[src/rtl/NetworkPkg.sv]
// ---------------------------------------------------------------------------
// NetworkPkg
// Shared constants and types for the serial frame link. The sender, the
// receiver and the benches all pull the frame geometry and the sender state
// encoding from here so the two ends of the link cannot drift apart.
//
// Contents:
//   ENC_DATA_BITS  - width of the encoded payload carried by one frame
//   SYNC_BITS      - length of the synchronisation preamble
//   SYNC_WORD      - preamble pattern, sent MSB-first ahead of the payload
//   BIT_CNT_W      - width of a per-phase bit counter that can reach
//                    ENC_DATA_BITS without wrapping
//   sender_state_t - frame sender state encoding
// ---------------------------------------------------------------------------
package NetworkPkg;

    localparam int ENC_DATA_BITS = 216;
    localparam int SYNC_BITS     = 8;
    localparam logic [SYNC_BITS-1:0] SYNC_WORD = 8'hA7;

    localparam int BIT_CNT_W = $clog2(ENC_DATA_BITS + 1);

    typedef enum logic [1:0] {
        IDLE = 2'd0,
        SYNC = 2'd1,
        DATA = 2'd2
    } sender_state_t;

endpackage

[src/rtl/serial_frame_sender.sv]
// ---------------------------------------------------------------------------
// serial_frame_sender
// Serialises one frame per accepted request: SYNC_WORD MSB-first, then the
// captured payload MSB-first, one bit per clk. When no frame is in flight the
// line sits at IDLE_LEVEL.
//
// Parameters:
//   IDLE_LEVEL - serial_out level while no frame is in flight
//
// Ports:
//   clk        - single clock, rising edge
//   rst_l      - asynchronous active-low reset, aborts any frame in flight
//   send_start - frame request, sampled on the rising clk edge
//   data_in    - encoded payload, captured when a request is accepted
//   serial_out - registered serial line
//   send_ready - high while a request can be accepted
//   send_done  - one-cycle pulse on the edge that finishes a frame
// ---------------------------------------------------------------------------
module serial_frame_sender
    import NetworkPkg::*;
#(
    parameter logic IDLE_LEVEL = 1'b0
) (
    input  logic                     clk,
    input  logic                     rst_l,
    input  logic                     send_start,
    input  logic [ENC_DATA_BITS-1:0] data_in,
    output logic                     serial_out,
    output logic                     send_ready,
    output logic                     send_done
);

    localparam int SYNC_IDX_W = $clog2(SYNC_BITS);

    sender_state_t            state;
    logic [BIT_CNT_W-1:0]     bit_cnt;
    logic [ENC_DATA_BITS-1:0] shift_reg;
    logic [SYNC_IDX_W-1:0]    sync_idx;

    // In SYNC the counter holds how many preamble bits are already on the
    // line, so the next preamble bit to send sits that many places below
    // the MSB of SYNC_WORD.
    always_comb begin
        sync_idx = SYNC_IDX_W'(SYNC_BITS - 1) - bit_cnt[SYNC_IDX_W-1:0];
    end

    // Frame sequencer. Every accepted request puts the first preamble bit on
    // the line at the accepting edge and starts the counter at one, so each
    // phase ends when the counter equals that phase's length. The edge that
    // finishes the payload also samples send_start: a pending request starts
    // the next frame right there, so continuous requests produce frames with
    // no idle bit between them. send_ready then stays low because the block
    // never passes through IDLE.
    always_ff @(posedge clk or negedge rst_l) begin
        if (!rst_l) begin
            state      <= IDLE;
            bit_cnt    <= '0;
            shift_reg  <= '0;
            serial_out <= IDLE_LEVEL;
            send_ready <= 1'b1;
            send_done  <= 1'b0;
        end else begin
            send_done <= 1'b0;
            case (state)
                IDLE: begin
                    if (send_start) begin
                        state      <= SYNC;
                        shift_reg  <= data_in;
                        serial_out <= SYNC_WORD[SYNC_BITS-1];
                        bit_cnt    <= BIT_CNT_W'(1);
                        send_ready <= 1'b0;
                    end else begin
                        serial_out <= IDLE_LEVEL;
                        bit_cnt    <= '0;
                        send_ready <= 1'b1;
                    end
                end
                SYNC: begin
                    if (bit_cnt == BIT_CNT_W'(SYNC_BITS)) begin
                        state      <= DATA;
                        serial_out <= shift_reg[ENC_DATA_BITS-1];
                        shift_reg  <= {shift_reg[ENC_DATA_BITS-2:0], 1'b0};
                        bit_cnt    <= BIT_CNT_W'(1);
                    end else begin
                        serial_out <= SYNC_WORD[sync_idx];
                        bit_cnt    <= bit_cnt + BIT_CNT_W'(1);
                    end
                end
                DATA: begin
                    if (bit_cnt == BIT_CNT_W'(ENC_DATA_BITS)) begin
                        send_done <= 1'b1;
                        if (send_start) begin
                            state      <= SYNC;
                            shift_reg  <= data_in;
                            serial_out <= SYNC_WORD[SYNC_BITS-1];
                            bit_cnt    <= BIT_CNT_W'(1);
                            send_ready <= 1'b0;
                        end else begin
                            state      <= IDLE;
                            serial_out <= IDLE_LEVEL;
                            bit_cnt    <= '0;
                            send_ready <= 1'b1;
                        end
                    end else begin
                        serial_out <= shift_reg[ENC_DATA_BITS-1];
                        shift_reg  <= {shift_reg[ENC_DATA_BITS-2:0], 1'b0};
                        bit_cnt    <= bit_cnt + BIT_CNT_W'(1);
                    end
                end
                default: begin
                    state      <= IDLE;
                    serial_out <= IDLE_LEVEL;
                    bit_cnt    <= '0;
                    send_ready <= 1'b1;
                end
            endcase
        end
    end

endmodule
[config.mk]
export PLATFORM = sky130hd
export DESIGN_NAME = serial_frame_sender
export DESIGN_NICKNAME = d
export VERILOG_FILES = /design/src/rtl/NetworkPkg.sv /design/src/rtl/serial_frame_sender.sv
export SDC_FILE = /design/constraint.sdc
export NUM_CORES = 1
export LEC_CHECK = 0
export CORE_UTILIZATION = 30
export CTS_CLUSTER_SIZE = 14
export DETAILED_ROUTE_END_ITERATION = 8
export GPL_ROUTABILITY_DRIVEN = 0
export GPL_TIMING_DRIVEN = 0
export SLEW_MARGIN = 20
export SYNTH_ARGS = -nofsm -noshare
export SYNTH_HDL_FRONTEND = slang
export SYNTH_SLANG_ARGS = --single-unit
[constraint.sdc]
create_clock -name clk -period 2.6 [get_ports clk]
set_input_delay 0.52 -clock clk [delete_from_list [all_inputs] [get_ports clk]]
set_output_delay 0.52 -clock clk [all_outputs]
set_load 0.02 [all_outputs]
==> flow_summary.toml <==
[worst_setup_path]
path_common_cell = "buf_4"
crit_fanout = 10
end_kind = "register"
max_stage_delay_ps = 420
worstPathRequired_ps = 3030
crit_family = "buffers and inverters"
crit_arrival_ps = 2840
start_kind = "register"
slowest_stage = "dfrtp_1"
worst-path-buf-inv = 5
crit_type = "register to register"
worstPathCellList = "inv_1 > ha_1 > nand4bb_1 > buf_4 > o21a_1 > clkbuf_4 > buf_4 > buf_2 > o2bb2ai_1 > mux2_4"

[grt]
grt_pass1_wl_um = 55900
grt.total_usage = 0.146
antenna_found_initial = 5
grt_start_max_net_pins = 85
grt_pass1_vias = 10134
grt_overflow = 0

[finish]
nets = 1522
largest_reg_flops = 216
utilization = 0.392
drive_gt1_frac = 0.252
nFillCells = 4375
syn2layout_area_growth_pct = 28.8

[synth]
yosysWarnings = 0
ys.flop_type = "dfrtp_1"
avgSynthCellArea_um2 = 13.3
synth_seq_cells = 229
syn_area_mm2 = 0.0138
synth_edf_count = 0
netlist_instances = 1043
ys_seq_area_frac = 0.415
synth_nets = 1268
synth_cell_types = 41
ys_async_sr_fraction = 1.00

[clock_tree]
cts_tree = "yes"
cts_setup_buffers = 0
clockBufferDepth = 3
root_buffer = "clkbuf_16"
cts_sinks = 229
worstSkewPairLatency_ps = 560
cts_buffers = 29
htree_num_levels = 1
clk_pin_slew_ps = 60

[drt]
via_per_inst = 4.94
routed_wirelength_um = 34300
drt_pass1_iterations = 4
first_iter_violations = 381
wl_per_cell_um = 17.9
detail-route-antenna-nets = 0
drcViolationCount = 0
vias = 9489

[sta]
fin_crit_sh = 0.929
hold_viol_final = 0
slew_viol_final = 0
max_freq_ghz = 0.414
finClkSkew_ps = 16.5
max-slew-margin-rel = 0.475
tightest_slew_ps = 787
rsz0062_at_grt = "false"
setup_violations = 0
fin_crit_ps = 2420

[floorplan]
num_rows = 78
die_h_um = 217
coreArea_mm2 = 0.0454
dieArea_mm2 = 0.0469
num_io_pins = 222
die_w_um = 217
initial_core_util = 0.305

[min_path]
hold_path_class = "register to register"

[placed_design]
portBuffers = 220
hpwlAfterDp_um = 23900

[power_and_ir_drop]
p_leak_nw = 8.23
ir_drop_mv = 0.322
cellPowerDensity_mw_per_mm2 = 464
power_mw = 8.25

[job]
cap_violations = 0

[status]
status = "complete, no violations"
## synth_stat cells (all sizes together) (2+ instances only)
cell | n | share of area
o2bb2ai | 215 | 0.14
ha | 6 | 0.0054
nor2 | 10 | 0.0027
and2 | 2 | 0.00091
o21ai | 6 | 0.0030
xor2 | 4 | 0.0025
a21oi | 2 | 0.00072
dfrtp | 228 | 0.41
mux2 | 216 | 0.20
buf | 69 | 0.048
xnor2 | 2 | 0.0013
inv | 6 | 0.0016
a22oi | 2 | 0.0011
o211ai | 2 | 0.0011
clkbuf | 29 | 0.0079
mux2i | 215 | 0.16
and3 | 2 | 0.00091
nand3 | 5 | 0.0018
nand4 | 2 | 0.00091
o221a | 2 | 0.0016
or3 | 2 | 0.0013
nand2 | 4 | 0.0011
## timing repair
| action | CTS | global route |
|---|---|---|
| endpoints found under the setup margin | 50 | 152 |
| hold endpoints to repair | 71 | 0 |
| hold buffers | 1 | 0 |
| resized for setup | 1 | 3 |
## report_power, final
group          internal, mW  leakage [nW]  switching (mW)
combinational         0.431          4.58           0.280
sequential             3.57          3.18               0
clock                  2.39         0.471            1.58
total                  6.39          8.23            1.86
## logic make-up (layout without fill, tap and decap cells)
group,Yosys count,in the layout,share of synthesized area
compound gates,234,234,0.147
flops,229,229,0.415
other cells,0,2,0
fa+ha+maj,6,6,0.00543
xor+xnor,6,6,0.00380
buf+inv,104,381,0.0577
mux,431,431,0.359
simple gates,33,33,0.0129
## worst reg2reg max path, cell delays in order, from the launching register on
cell,delay [ps]
dfrtp_1,420
inv_1,80
ha_1,210
nand4bb_1,100
buf_4,180
o21a_1,130
clkbuf_4,260
buf_4,260
buf_2,250
o2bb2ai_1,130
mux2_4,270
## layout make-up
class                      instances  area, µm²  share of cell area
tap                              600        751              0.0422
inverter                           6       22.5             0.00127
buffer                            98        785              0.0441
timing repair buffer             223       2270               0.128
multi-input combinational        710       7290               0.410
antenna                            2       5.00            0.000281
clock inverter                    12        118             0.00661
sequential                       229       5730               0.322
clock buffer                      42        825              0.0463
## metal layers
| layer | global-route usage | wire length [µm] | share of wire | up-vias |
|---|---|---|---|---|
| met1 | 0.195 | 15900 | 0.46 | 4734 |
| met5 | 0 | 17 | 0.00050 | - |
| met4 | 0.0411 | 742 | 0.022 | 2 |
| met2 | 0.239 | 16000 | 0.47 | 163 |
| met3 | 0.0274 | 1630 | 0.047 | 49 |
| li1 | - | - | - | 4541 |
## cell usage in the layout, fill, tap and decap left out, types with 2 or more instances in the layout
| master | synthesis | final |
|---|---|---|
| a21oi_1 | 2 | 2 |
| a22oi_1 | 2 | 2 |
| and2_1 | 2 | 2 |
| and3_1 | 2 | 2 |
| buf_1 | 7 | 7 |
| buf_12 | 11 | 11 |
| buf_16 | 0 | 2 |
| buf_2 | 20 | 16 |
| buf_4 | 8 | 9 |
| buf_6 | 23 | 23 |
| bufinv_16 | 0 | 2 |
| clkbuf_1 | 29 | 37 |
| clkbuf_16 | 0 | 29 |
| clkbuf_4 | 0 | 3 |
| clkbuf_8 | 0 | 5 |
| clkdlybuf4s50_1 | 0 | 219 |
| clkinv_2 | 0 | 8 |
| dfrtp_1 | 228 | 228 |
| diode_2 | 0 | 2 |
| ha_1 | 6 | 6 |
| inv_1 | 6 | 6 |
| inv_6 | 0 | 2 |
| mux2_2 | 116 | 116 |
| mux2_4 | 100 | 100 |
| mux2i_1 | 215 | 215 |
| nand2_1 | 4 | 4 |
| nand3_1 | 5 | 5 |
| nand4_1 | 2 | 2 |
| nor2_1 | 10 | 10 |
| o211ai_1 | 2 | 2 |
| o21ai_0 | 5 | 5 |
| o221a_2 | 2 | 2 |
| o2bb2ai_1 | 215 | 215 |
| xnor2_1 | 2 | 2 |
| xor2_1 | 4 | 4 |
## final timing paths
path                                start  cells past startpoint  slack (ps)              to
hold reg to reg            shift_reg[145]                      1         530  shift_reg[145]
setup reg to reg               bit_cnt[0]                     10         180  shift_reg[118]
setup / recovery               bit_cnt[0]                     10         180  shift_reg[118]
max in group asynchronous           rst_l                      3        1150   shift_reg[51]
hold / removal             shift_reg[145]                      1         530  shift_reg[145]
min in group asynchronous           rst_l                      2         540  shift_reg[175]
## per-stage QoR
step	setup slack [ps]	setup TNS, ps	area (µm²)	cells	hold WS [ps]
4_1_cts	65.7	0	17800	1920	533
5_1_grt	4.07	0	17800	1922	551
3_5_place_dp	-24.5	-98.5	16800	1865	520
3_3_place_gp	-9830	-2238770	16800	1863	516
6_report	184	0	17800	1922	530
2_1_floorplan	529	0	13800	1043	224
(Power assumes the default switching activity.)
